===== config.mk =====
export PLATFORM = sky130hd
export DESIGN_NAME = ex_muldiv_unit_flat
export DESIGN_NICKNAME = d
export VERILOG_FILES = /design/src/rtl/ex_muldiv_unit_pkg.sv /design/src/rtl/ex_muldiv_unit_if.sv /design/src/rtl/ex_muldiv_unit_div_core.sv /design/src/rtl/ex_muldiv_unit.sv /design/src/flat_wrapper.sv
export SDC_FILE = /design/constraint.sdc
export NUM_CORES = 2
export LEC_CHECK = 0
export CAP_MARGIN = 20
export CELL_PAD_IN_SITES_DETAIL_PLACEMENT = 1
export CELL_PAD_IN_SITES_GLOBAL_PLACEMENT = 1
export CORE_MARGIN = 5
export CORE_UTILIZATION = 25
export CTS_BUF_LIST = sky130_fd_sc_hd__clkbuf_16
export DETAILED_ROUTE_END_ITERATION = 8
export PLACE_DENSITY = 0.55
export SYNTH_ARGS = -nofsm -noshare
export SYNTH_HDL_FRONTEND = slang
export SYNTH_SLANG_ARGS = --single-unit

===== constraint.sdc =====
create_clock -name clk -period 4.3 [get_ports clk]
set_input_delay 0.86 -clock clk [delete_from_list [all_inputs] [get_ports clk]]
set_output_delay 0.86 -clock clk [all_outputs]
set_load 0.005 [all_outputs]

===== src/rtl/ex_muldiv_unit_pkg.sv =====
// rtl/ex_muldiv_unit_pkg.sv - shared constants and types for the RV32M execute unit
package ex_muldiv_unit_pkg;

  localparam logic [2:0] FU_ALU = 3'd0;
  localparam logic [2:0] FU_BRU = 3'd1;
  localparam logic [2:0] FU_LSU = 3'd2;
  localparam logic [2:0] FU_MDU = 3'd3;

  localparam logic [2:0] F3_MUL    = 3'b000;
  localparam logic [2:0] F3_MULH   = 3'b001;
  localparam logic [2:0] F3_MULHSU = 3'b010;
  localparam logic [2:0] F3_MULHU  = 3'b011;
  localparam logic [2:0] F3_DIV    = 3'b100;
  localparam logic [2:0] F3_DIVU   = 3'b101;
  localparam logic [2:0] F3_REM    = 3'b110;
  localparam logic [2:0] F3_REMU   = 3'b111;

  typedef enum logic [1:0] {IDLE, MUL, DIV, DONE} mdu_state_t;

endpackage


===== src/rtl/ex_muldiv_unit_if.sv =====
// rtl/ex_muldiv_unit_if.sv - register-read bundle, result, and recovery signals of the mul/div unit
interface ex_muldiv_unit_if #(parameter int ROB_W = 3);
  logic                   RR_valid;
  logic [2:0]             RR_out_fu_sel;
  logic [2:0]             RR_out_f3;
  logic [31:0]            RR_out_rs1_data;
  logic [31:0]            RR_out_rs2_data;
  logic [6:0]             RR_out_rd;
  logic [ROB_W-1:0]       RR_out_rob_idx;
  logic                   mdu_ready;
  logic                   EX_out_valid;
  logic [31:0]            EX_out_data;
  logic [6:0]             EX_out_rd;
  logic [ROB_W-1:0]       EX_out_rob_idx;
  logic                   EX_out_ready;
  logic                   mispredict;
  logic [(1<<ROB_W)-1:0]  flush_mask;

  modport master (
    output RR_valid, RR_out_fu_sel, RR_out_f3, RR_out_rs1_data, RR_out_rs2_data,
           RR_out_rd, RR_out_rob_idx, EX_out_ready, mispredict, flush_mask,
    input  mdu_ready, EX_out_valid, EX_out_data, EX_out_rd, EX_out_rob_idx
  );

  modport slave (
    input  RR_valid, RR_out_fu_sel, RR_out_f3, RR_out_rs1_data, RR_out_rs2_data,
           RR_out_rd, RR_out_rob_idx, EX_out_ready, mispredict, flush_mask,
    output mdu_ready, EX_out_valid, EX_out_data, EX_out_rd, EX_out_rob_idx
  );
endinterface


===== src/rtl/ex_muldiv_unit_div_core.sv =====
// rtl/ex_muldiv_unit_div_core.sv - radix-2 restoring unsigned divider, one quotient bit per cycle
module mdu_div_core (
  input  logic        clk,
  input  logic        rst_n,
  input  logic        i_start,
  input  logic        i_abort,
  input  logic [31:0] i_dividend,
  input  logic [31:0] i_divisor,
  output logic        o_done,
  output logic [31:0] o_quotient,
  output logic [31:0] o_remainder
);

  logic        r_busy;
  logic [4:0]  r_cnt;
  logic [31:0] r_rem;
  logic [31:0] r_quot;
  logic [31:0] r_div;
  logic [32:0] w_shift;
  logic [31:0] w_sub;
  logic        w_fits;

  // r_quot holds the not-yet-consumed dividend bits and collects quotient bits from the bottom
  assign w_shift     = {r_rem, r_quot[31]};
  assign w_fits      = w_shift >= {1'b0, r_div};
  assign w_sub       = w_shift[31:0] - r_div;
  assign o_remainder = w_fits ? w_sub : w_shift[31:0];
  assign o_quotient  = {r_quot[30:0], w_fits};
  // o_quotient/o_remainder are final on the cycle o_done is high
  assign o_done      = r_busy && (r_cnt == 5'd0);

  always_ff @(posedge clk or negedge rst_n) begin
    if (!rst_n) begin
      r_busy <= 1'b0;
      r_cnt  <= 5'd0;
      r_rem  <= 32'd0;
      r_quot <= 32'd0;
      r_div  <= 32'd0;
    end else if (i_abort) begin
      r_busy <= 1'b0;
    end else if (i_start) begin
      r_busy <= 1'b1;
      r_cnt  <= 5'd31;
      r_rem  <= 32'd0;
      r_quot <= i_dividend;
      r_div  <= i_divisor;
    end else if (r_busy) begin
      r_rem  <= o_remainder;
      r_quot <= o_quotient;
      r_cnt  <= r_cnt - 5'd1;
      if (r_cnt == 5'd0) r_busy <= 1'b0;
    end
  end

endmodule


===== src/rtl/ex_muldiv_unit.sv =====
// rtl/ex_muldiv_unit.sv - RV32M execute unit: fixed-latency multiply, iterative divide, held result
module ex_muldiv_unit
  import ex_muldiv_unit_pkg::*;
#(
  parameter logic [2:0] FU_ID   = FU_MDU,
  parameter int         MUL_LAT = 2,
  parameter int         ROB_W   = 3
) (
  input  logic             clk,
  input  logic             rst,
  ex_muldiv_unit_if.slave  bus
);

  mdu_state_t       r_state, w_next;
  logic [31:0]      r_data, r_mul_res;
  logic [6:0]       r_rd;
  logic [ROB_W-1:0] r_rob;
  logic [1:0]       r_mul_cnt;
  logic             r_neg_q, r_neg_r, r_is_rem;

  logic [31:0] w_a, w_b, w_abs_a, w_abs_b, w_mul_res, w_special_res;
  logic [31:0] w_div_q, w_div_r, w_div_res;
  logic [32:0] w_mul_a, w_mul_b;
  logic [63:0] w_prod;
  logic        w_accept, w_flush, w_is_div, w_div_signed, w_a_neg, w_b_neg;
  logic        w_div_zero, w_div_ovf, w_special, w_div_done, w_is_rem;

  assign w_a      = bus.RR_out_rs1_data;
  assign w_b      = bus.RR_out_rs2_data;
  assign w_accept = bus.RR_valid && (bus.RR_out_fu_sel == FU_ID) && (r_state == IDLE) &&
                    !(bus.mispredict && bus.flush_mask[bus.RR_out_rob_idx]);
  assign w_flush  = bus.mispredict && bus.flush_mask[r_rob];

  // 33-bit operands make every signedness combination a plain signed multiply
  assign w_mul_a   = {(bus.RR_out_f3 == F3_MULH || bus.RR_out_f3 == F3_MULHSU) && w_a[31], w_a};
  assign w_mul_b   = {(bus.RR_out_f3 == F3_MULH) && w_b[31], w_b};
  assign w_prod    = {{31{w_mul_a[32]}}, w_mul_a} * {{31{w_mul_b[32]}}, w_mul_b};
  assign w_mul_res = (bus.RR_out_f3 == F3_MUL) ? w_prod[31:0] : w_prod[63:32];

  assign w_is_div      = bus.RR_out_f3[2];
  assign w_is_rem      = bus.RR_out_f3[1];
  assign w_div_signed  = (bus.RR_out_f3 == F3_DIV) || (bus.RR_out_f3 == F3_REM);
  assign w_a_neg       = w_div_signed && w_a[31];
  assign w_b_neg       = w_div_signed && w_b[31];
  assign w_abs_a       = w_a_neg ? (32'd0 - w_a) : w_a;
  assign w_abs_b       = w_b_neg ? (32'd0 - w_b) : w_b;
  assign w_div_zero    = (w_b == 32'd0);
  assign w_div_ovf     = w_div_signed && (w_a == 32'h8000_0000) && (w_b == 32'hFFFF_FFFF);
  assign w_special     = w_div_zero || w_div_ovf;
  assign w_special_res = w_is_rem ? (w_div_zero ? w_a : 32'd0)
                                  : (w_div_zero ? 32'hFFFF_FFFF : 32'h8000_0000);

  mdu_div_core u_div (
    .clk         (clk),
    .rst_n       (rst),
    .i_start     (w_accept && w_is_div && !w_special),
    .i_abort     (w_flush && (r_state == DIV)),
    .i_dividend  (w_abs_a),
    .i_divisor   (w_abs_b),
    .o_done      (w_div_done),
    .o_quotient  (w_div_q),
    .o_remainder (w_div_r)
  );

  assign w_div_res = r_is_rem ? (r_neg_r ? (32'd0 - w_div_r) : w_div_r)
                              : (r_neg_q ? (32'd0 - w_div_q) : w_div_q);

  always_ff @(posedge clk or negedge rst) begin
    if (!rst) r_state <= IDLE;
    else      r_state <= w_next;
  end

  // Flush wins over completion and over the writeback grant
  always_comb begin
    w_next = r_state;
    case (r_state)
      IDLE: if (w_accept) begin
        if (!w_is_div)     w_next = (MUL_LAT == 1) ? DONE : MUL;
        else if (w_special) w_next = DONE;
        else               w_next = DIV;
      end
      MUL:  if (w_flush) w_next = IDLE; else if (r_mul_cnt == 2'd1) w_next = DONE;
      DIV:  if (w_flush) w_next = IDLE; else if (w_div_done) w_next = DONE;
      DONE: if (w_flush || bus.EX_out_ready) w_next = IDLE;
      default: w_next = IDLE;
    endcase
  end

  always_comb begin
    bus.mdu_ready      = (r_state == IDLE);
    bus.EX_out_valid   = (r_state == DONE);
    bus.EX_out_data    = r_data;
    bus.EX_out_rd      = r_rd;
    bus.EX_out_rob_idx = r_rob;
  end

  always_ff @(posedge clk or negedge rst) begin
    if (!rst) begin
      r_data    <= 32'd0;
      r_mul_res <= 32'd0;
      r_rd      <= 7'd0;
      r_rob     <= '0;
      r_mul_cnt <= 2'd0;
      r_neg_q   <= 1'b0;
      r_neg_r   <= 1'b0;
      r_is_rem  <= 1'b0;
    end else begin
      if (w_accept) begin
        r_rd      <= bus.RR_out_rd;
        r_rob     <= bus.RR_out_rob_idx;
        r_mul_res <= w_mul_res;
        r_mul_cnt <= 2'(MUL_LAT - 1);
        r_neg_q   <= w_a_neg ^ w_b_neg;
        r_neg_r   <= w_a_neg;
        r_is_rem  <= w_is_rem;
        if (!w_is_div && MUL_LAT == 1) r_data <= w_mul_res;
        else if (w_is_div && w_special) r_data <= w_special_res;
      end
      if (r_state == MUL) begin
        r_mul_cnt <= r_mul_cnt - 2'd1;
        if (r_mul_cnt == 2'd1) r_data <= r_mul_res;
      end
      if (r_state == DIV && w_div_done && !w_flush) r_data <= w_div_res;
    end
  end

endmodule

===== src/flat_wrapper.sv =====
// flat-port wrapper written by rule: the top's interface ports become plain ports
module ex_muldiv_unit_flat import ex_muldiv_unit_pkg::*;
#(
  parameter logic [2:0] FU_ID   = FU_MDU,
  parameter int         MUL_LAT = 2,
  parameter int         ROB_W   = 3
)
  (clk, rst, bus_RR_valid, bus_RR_out_fu_sel, bus_RR_out_f3, bus_RR_out_rs1_data, bus_RR_out_rs2_data, bus_RR_out_rd, bus_RR_out_rob_idx, bus_EX_out_ready, bus_mispredict, bus_flush_mask, bus_mdu_ready, bus_EX_out_valid, bus_EX_out_data, bus_EX_out_rd, bus_EX_out_rob_idx);
  ex_muldiv_unit_if #(.ROB_W(ROB_W)) bus_i ();
  input  logic clk;
  input  logic rst;
  input wire logic [$bits(bus_i.RR_valid)-1:0] bus_RR_valid;
  input wire logic [$bits(bus_i.RR_out_fu_sel)-1:0] bus_RR_out_fu_sel;
  input wire logic [$bits(bus_i.RR_out_f3)-1:0] bus_RR_out_f3;
  input wire logic [$bits(bus_i.RR_out_rs1_data)-1:0] bus_RR_out_rs1_data;
  input wire logic [$bits(bus_i.RR_out_rs2_data)-1:0] bus_RR_out_rs2_data;
  input wire logic [$bits(bus_i.RR_out_rd)-1:0] bus_RR_out_rd;
  input wire logic [$bits(bus_i.RR_out_rob_idx)-1:0] bus_RR_out_rob_idx;
  input wire logic [$bits(bus_i.EX_out_ready)-1:0] bus_EX_out_ready;
  input wire logic [$bits(bus_i.mispredict)-1:0] bus_mispredict;
  input wire logic [$bits(bus_i.flush_mask)-1:0] bus_flush_mask;
  output wire logic [$bits(bus_i.mdu_ready)-1:0] bus_mdu_ready;
  output wire logic [$bits(bus_i.EX_out_valid)-1:0] bus_EX_out_valid;
  output wire logic [$bits(bus_i.EX_out_data)-1:0] bus_EX_out_data;
  output wire logic [$bits(bus_i.EX_out_rd)-1:0] bus_EX_out_rd;
  output wire logic [$bits(bus_i.EX_out_rob_idx)-1:0] bus_EX_out_rob_idx;
  assign bus_i.RR_valid = bus_RR_valid;
  assign bus_i.RR_out_fu_sel = bus_RR_out_fu_sel;
  assign bus_i.RR_out_f3 = bus_RR_out_f3;
  assign bus_i.RR_out_rs1_data = bus_RR_out_rs1_data;
  assign bus_i.RR_out_rs2_data = bus_RR_out_rs2_data;
  assign bus_i.RR_out_rd = bus_RR_out_rd;
  assign bus_i.RR_out_rob_idx = bus_RR_out_rob_idx;
  assign bus_i.EX_out_ready = bus_EX_out_ready;
  assign bus_i.mispredict = bus_mispredict;
  assign bus_i.flush_mask = bus_flush_mask;
  assign bus_mdu_ready = bus_i.mdu_ready;
  assign bus_EX_out_valid = bus_i.EX_out_valid;
  assign bus_EX_out_data = bus_i.EX_out_data;
  assign bus_EX_out_rd = bus_i.EX_out_rd;
  assign bus_EX_out_rob_idx = bus_i.EX_out_rob_idx;
  ex_muldiv_unit #(.FU_ID(FU_ID), .MUL_LAT(MUL_LAT), .ROB_W(ROB_W)) u_core (.clk(clk), .rst(rst), .bus(bus_i));
endmodule

==> key figures <==
Status
  – Outcome: finished, violations left
  – Failing checks: setup timing

Logic synthesis
  – Post-Syn Area per Cell: 8.62 um2
  – Mapped Cells: 6,030
  – Post-Syn Area: 52,000 um2
  – Netlist cell types: 109
  – Post-synth EDFFs: 0
  – Net Count, Synth: 7,504
  – Main synth FF type: dfrtp_1
  – Async S/R FF share, synth: 100%
  – Ys Warns: 0
  – Seq/Total Area, Yosys: 8.81%
  – Seq cells post-synth: 183

STA
  – Crit share post-route: 193%
  – Final Max Tran Viols: 0
  – Fmax: 121 MHz
  – Endpoints failing setup: 32
  – Slew headroom: 29.3%
  – Clk_skew: 0.0186 ns
  – Slew @ Worst Pin: 1.06 ns
  – Post-route worst setup slack: -3.99 ns
  – Fin crit period: 8.29 ns
  – Endpoints failing hold: 0
  – RSZ-0062 raised after global routing: yes

Critical path
  – Worst setup SP type: primary input
  – Reg-to-Reg Start: u_core.u_div.r_rem[13]
  – Worst R2R Path Depth: 18
  – CP max-delay cell: fa_2
  – Arrival time worst endpoint: 8.70 ns
  – Worst path required time: 4.72 ns
  – WS Path Type: in -> reg
  – Critical path peak fanout: 6
  – Slowest stage delay, CP: 0.66 ns
  – Crit end category: register
  – Reg2reg end: u_core.bus.EX_out_data[28]
  – Worst path most repeated cell: fa_1
  – Reg2reg setup slack: 0.14 ns

Clock tree
  – CTS Hold Bufs: 0
  – CTS tree: built
  – Worst skew pair latency: 0.50 ns
  – Clock buffer depth: 2
  – CTS Sinks: 183
  – Clk slew on worst S/H paths: 0.08 ns
  – Htree depth: 4
  – CTS root buf: clkbuf_16
  – Num CTS Buffers: 17

Floorplan
  – Core area: 207,000 um2
  – Chip Height: 466 um
  – Ports: 137
  – Row count: 167
  – Die X: 466 um
  – Die area: 217,000 um2
  – Initial Utilization: 25.1%

Cells and area
  – Final core utilization: 31.7%
  – Nets: 8,168
  – Design Area, Final: 65,700 um2
  – Layout cells sized above 1: 20.1%
  – Area Growth Syn to Fin: 26.3%
  – Final cell count without fillers: 9,505
  – Fillers: 24.1k

Place
  – PortBufs: 136
  – Post-DP HPWL: 175,000 um
  – Gp weighted congestion: 0.886
  – Placed Cells: 9,363
  – Placed inst area: 62,300 um2

Global route
  – Largest net degree at the start of global routing: 97
  – Gr ovfl total: 0
  – Initial antenna violation count: 16
  – First-pass GRT wire length: 312,000 um
  – Gr usage total: 18.8%
  – Vias in the first global route: 48.8k

Route
  – DRT iter0 DRCs: 2,454
  – Post-route ant nets: 0
  – Vias: 43.8k
  – Remaining DRCs: 0
  – Drt wl/cell: 21.7 um
  – DRT Wirelength: 206,000 um
  – Post-DR vias/cell: 4.61
  – Drt pass-1 iters: 5

Hold path
  – Hold Crit Class: in -> async

Job
  – # Max-Cap Violations: 0
## cell type report
| class | count | area, um2 | share of cell area (%) |
|---|---|---|---|
| tap | 2788 | 3490 | 5.31 |
| clock inverter | 15 | 161 | 0.246 |
| timing repair buffer | 1023 | 9280 | 14.1 |
| multi-input combinational | 4235 | 43100 | 65.6 |
| inverter | 1234 | 4650 | 7.09 |
| antenna | 10 | 25.0 | 0.0381 |
| clock buffer | 17 | 425 | 0.648 |
| sequential | 183 | 4580 | 6.97 |
## routing by layer
layer / vias to the layer above / global-route usage, % / wire length, um
met5: - / 0 / 35
met3: 184 / 1.79 / 6870
met1: 23300 / 25.7 / 92900
met4: 6 / 4.62 / 6700
met2: 704 / 32.2 / 99300
li1: 19600 / - / -
## Yosys cell counts, types with 38 or more instances
library cell,instances,area share [%]
inv_1,1232,8.9
fa_1,1126,43
nand2_1,1017,7.3
and2_1,320,3.9
clkbuf_1,265,1.9
ha_1,255,6.1
nor2_1,236,1.7
o21ai_0,229,2.2
a21oi_1,211,2.0
dfrtp_1,183,8.8
xnor2_1,128,2.2
buf_1,83,0.60
xor2_1,79,1.3
nor3_1,60,0.58
a21o_1,41,0.59
nand3_1,38,0.37
## cell usage in the layout, fill, tap and decap left out, drive strengths merged, types with 8 or more instances in the layout
master         synthesis  layout
inv                 1234    1239
fa                  1126    1126
nand2               1019    1019
buf                  113     943
and2                 321     321
ha                   255     255
o21ai                241     241
nor2                 237     237
a21oi                213     213
dfrtp                183     183
xnor2                128     128
xor2                  79      79
clkdlybuf4s50          0      68
nor3                  61      61
a21o                  42      42
nand3                 38      38
a31oi                 37      37
o31ai                 32      32
a211oi                31      31
or3                   30      30
nand4                 29      29
clkbuf               265      29
mux2i                 24      24
nor4                  21      21
o211ai                20      20
or2                   16      16
a221o                 14      14
nor2b                 14      14
nand2b                13      13
mux2                  13      13
o41ai                 13      13
or4                   13      13
o21a                  11      11
and3                  11      11
diode                  0      10
a311oi                10      10
o21bai                 9       9
a2111oi                8       8
nor3b                  8       8
## kinds of logic after synthesis
kind of cell             Yosys count  synth area share (%)
multiplexers                      41                 0.924
AO/OA/AOI/OAI                    754                  9.24
adder cells (fa/ha/maj)         1381                  49.5
buffers and inverters           1612                  11.8
XOR/XNOR                         207                  3.49
flip-flops                       183                  8.81
AND/OR/NAND/NOR                 1852                  16.3
## timing repair
item,in CTS,in global routing
pin swaps,166,132
cloned,1,1
setup buffers,70,51
endpoints found under the hold margin,0,0
setup endpoints to repair,155,89
resized for setup,326,172
## how the worst max path moves through the flow
| stage | from | slack [ns] | end | cells after the start |
|---|---|---|---|---|
| floorplan | bus_RR_out_f3[1] | -4.43 | u_core.r_mul_res[31] | 33 |
| global placement | bus_RR_out_f3[0] | -5.14 | u_core.r_mul_res[31] | 35 |
| detailed placement | bus_RR_out_f3[0] | -5.17 | u_core.r_mul_res[31] | 35 |
| CTS | bus_RR_out_f3[1] | -4.29 | u_core.r_mul_res[31] | 35 |
| global route | bus_RR_out_f3[0] | -4.26 | u_core.r_mul_res[31] | 35 |
| finish | bus_RR_out_f3[0] | -3.99 | u_core.r_mul_res[31] | 35 |
## per-stage QoR
stage / setup WS [ns] / hold slack [ns] / TNS (ns)
after CTS: -4.29 / 0.481 / -120.69
after detailed placement: -5.17 / 0.461 / -228.22
after floorplan: -4.43 / 0.445 / -113.69
final: -3.99 / 0.408 / -115.41
after global placement: -5.14 / 0.460 / -222.28
after global routing: -4.26 / 0.488 / -122.38
## registers in the layout (all words and copies together), names as in the netlist
signal	count
u_core.r_neg_q	1
u_core.r_mul_cnt	2
u_core.bus.EX_out_data	32
u_core.bus.EX_out_rob_idx	3
u_core.r_neg_r	1
u_core.u_div.r_cnt	5
u_core.r_state	2
u_core.u_div.r_div	32
u_core.r_mul_res	32
u_core.r_is_rem	1
u_core.u_div.r_busy	1
u_core.bus.EX_out_rd	7
u_core.u_div.r_quot	32
u_core.u_div.r_rem	32
## worst max-delay path, delay by kind of cell
kind	cells	cell delay (ns)
and+or+nand+nor	6	1.01
adders and majority gates	9	4.59
AOI/OAI and AO/OA	6	0.77
muxes	1	0.27
buffers and inverters	12	0.97
xor gates and xnor gates	1	0.18
Power is left out: the tool's default activity adds up to more than one toggle a clock period on the data nets, which glitch-free logic cannot reach.
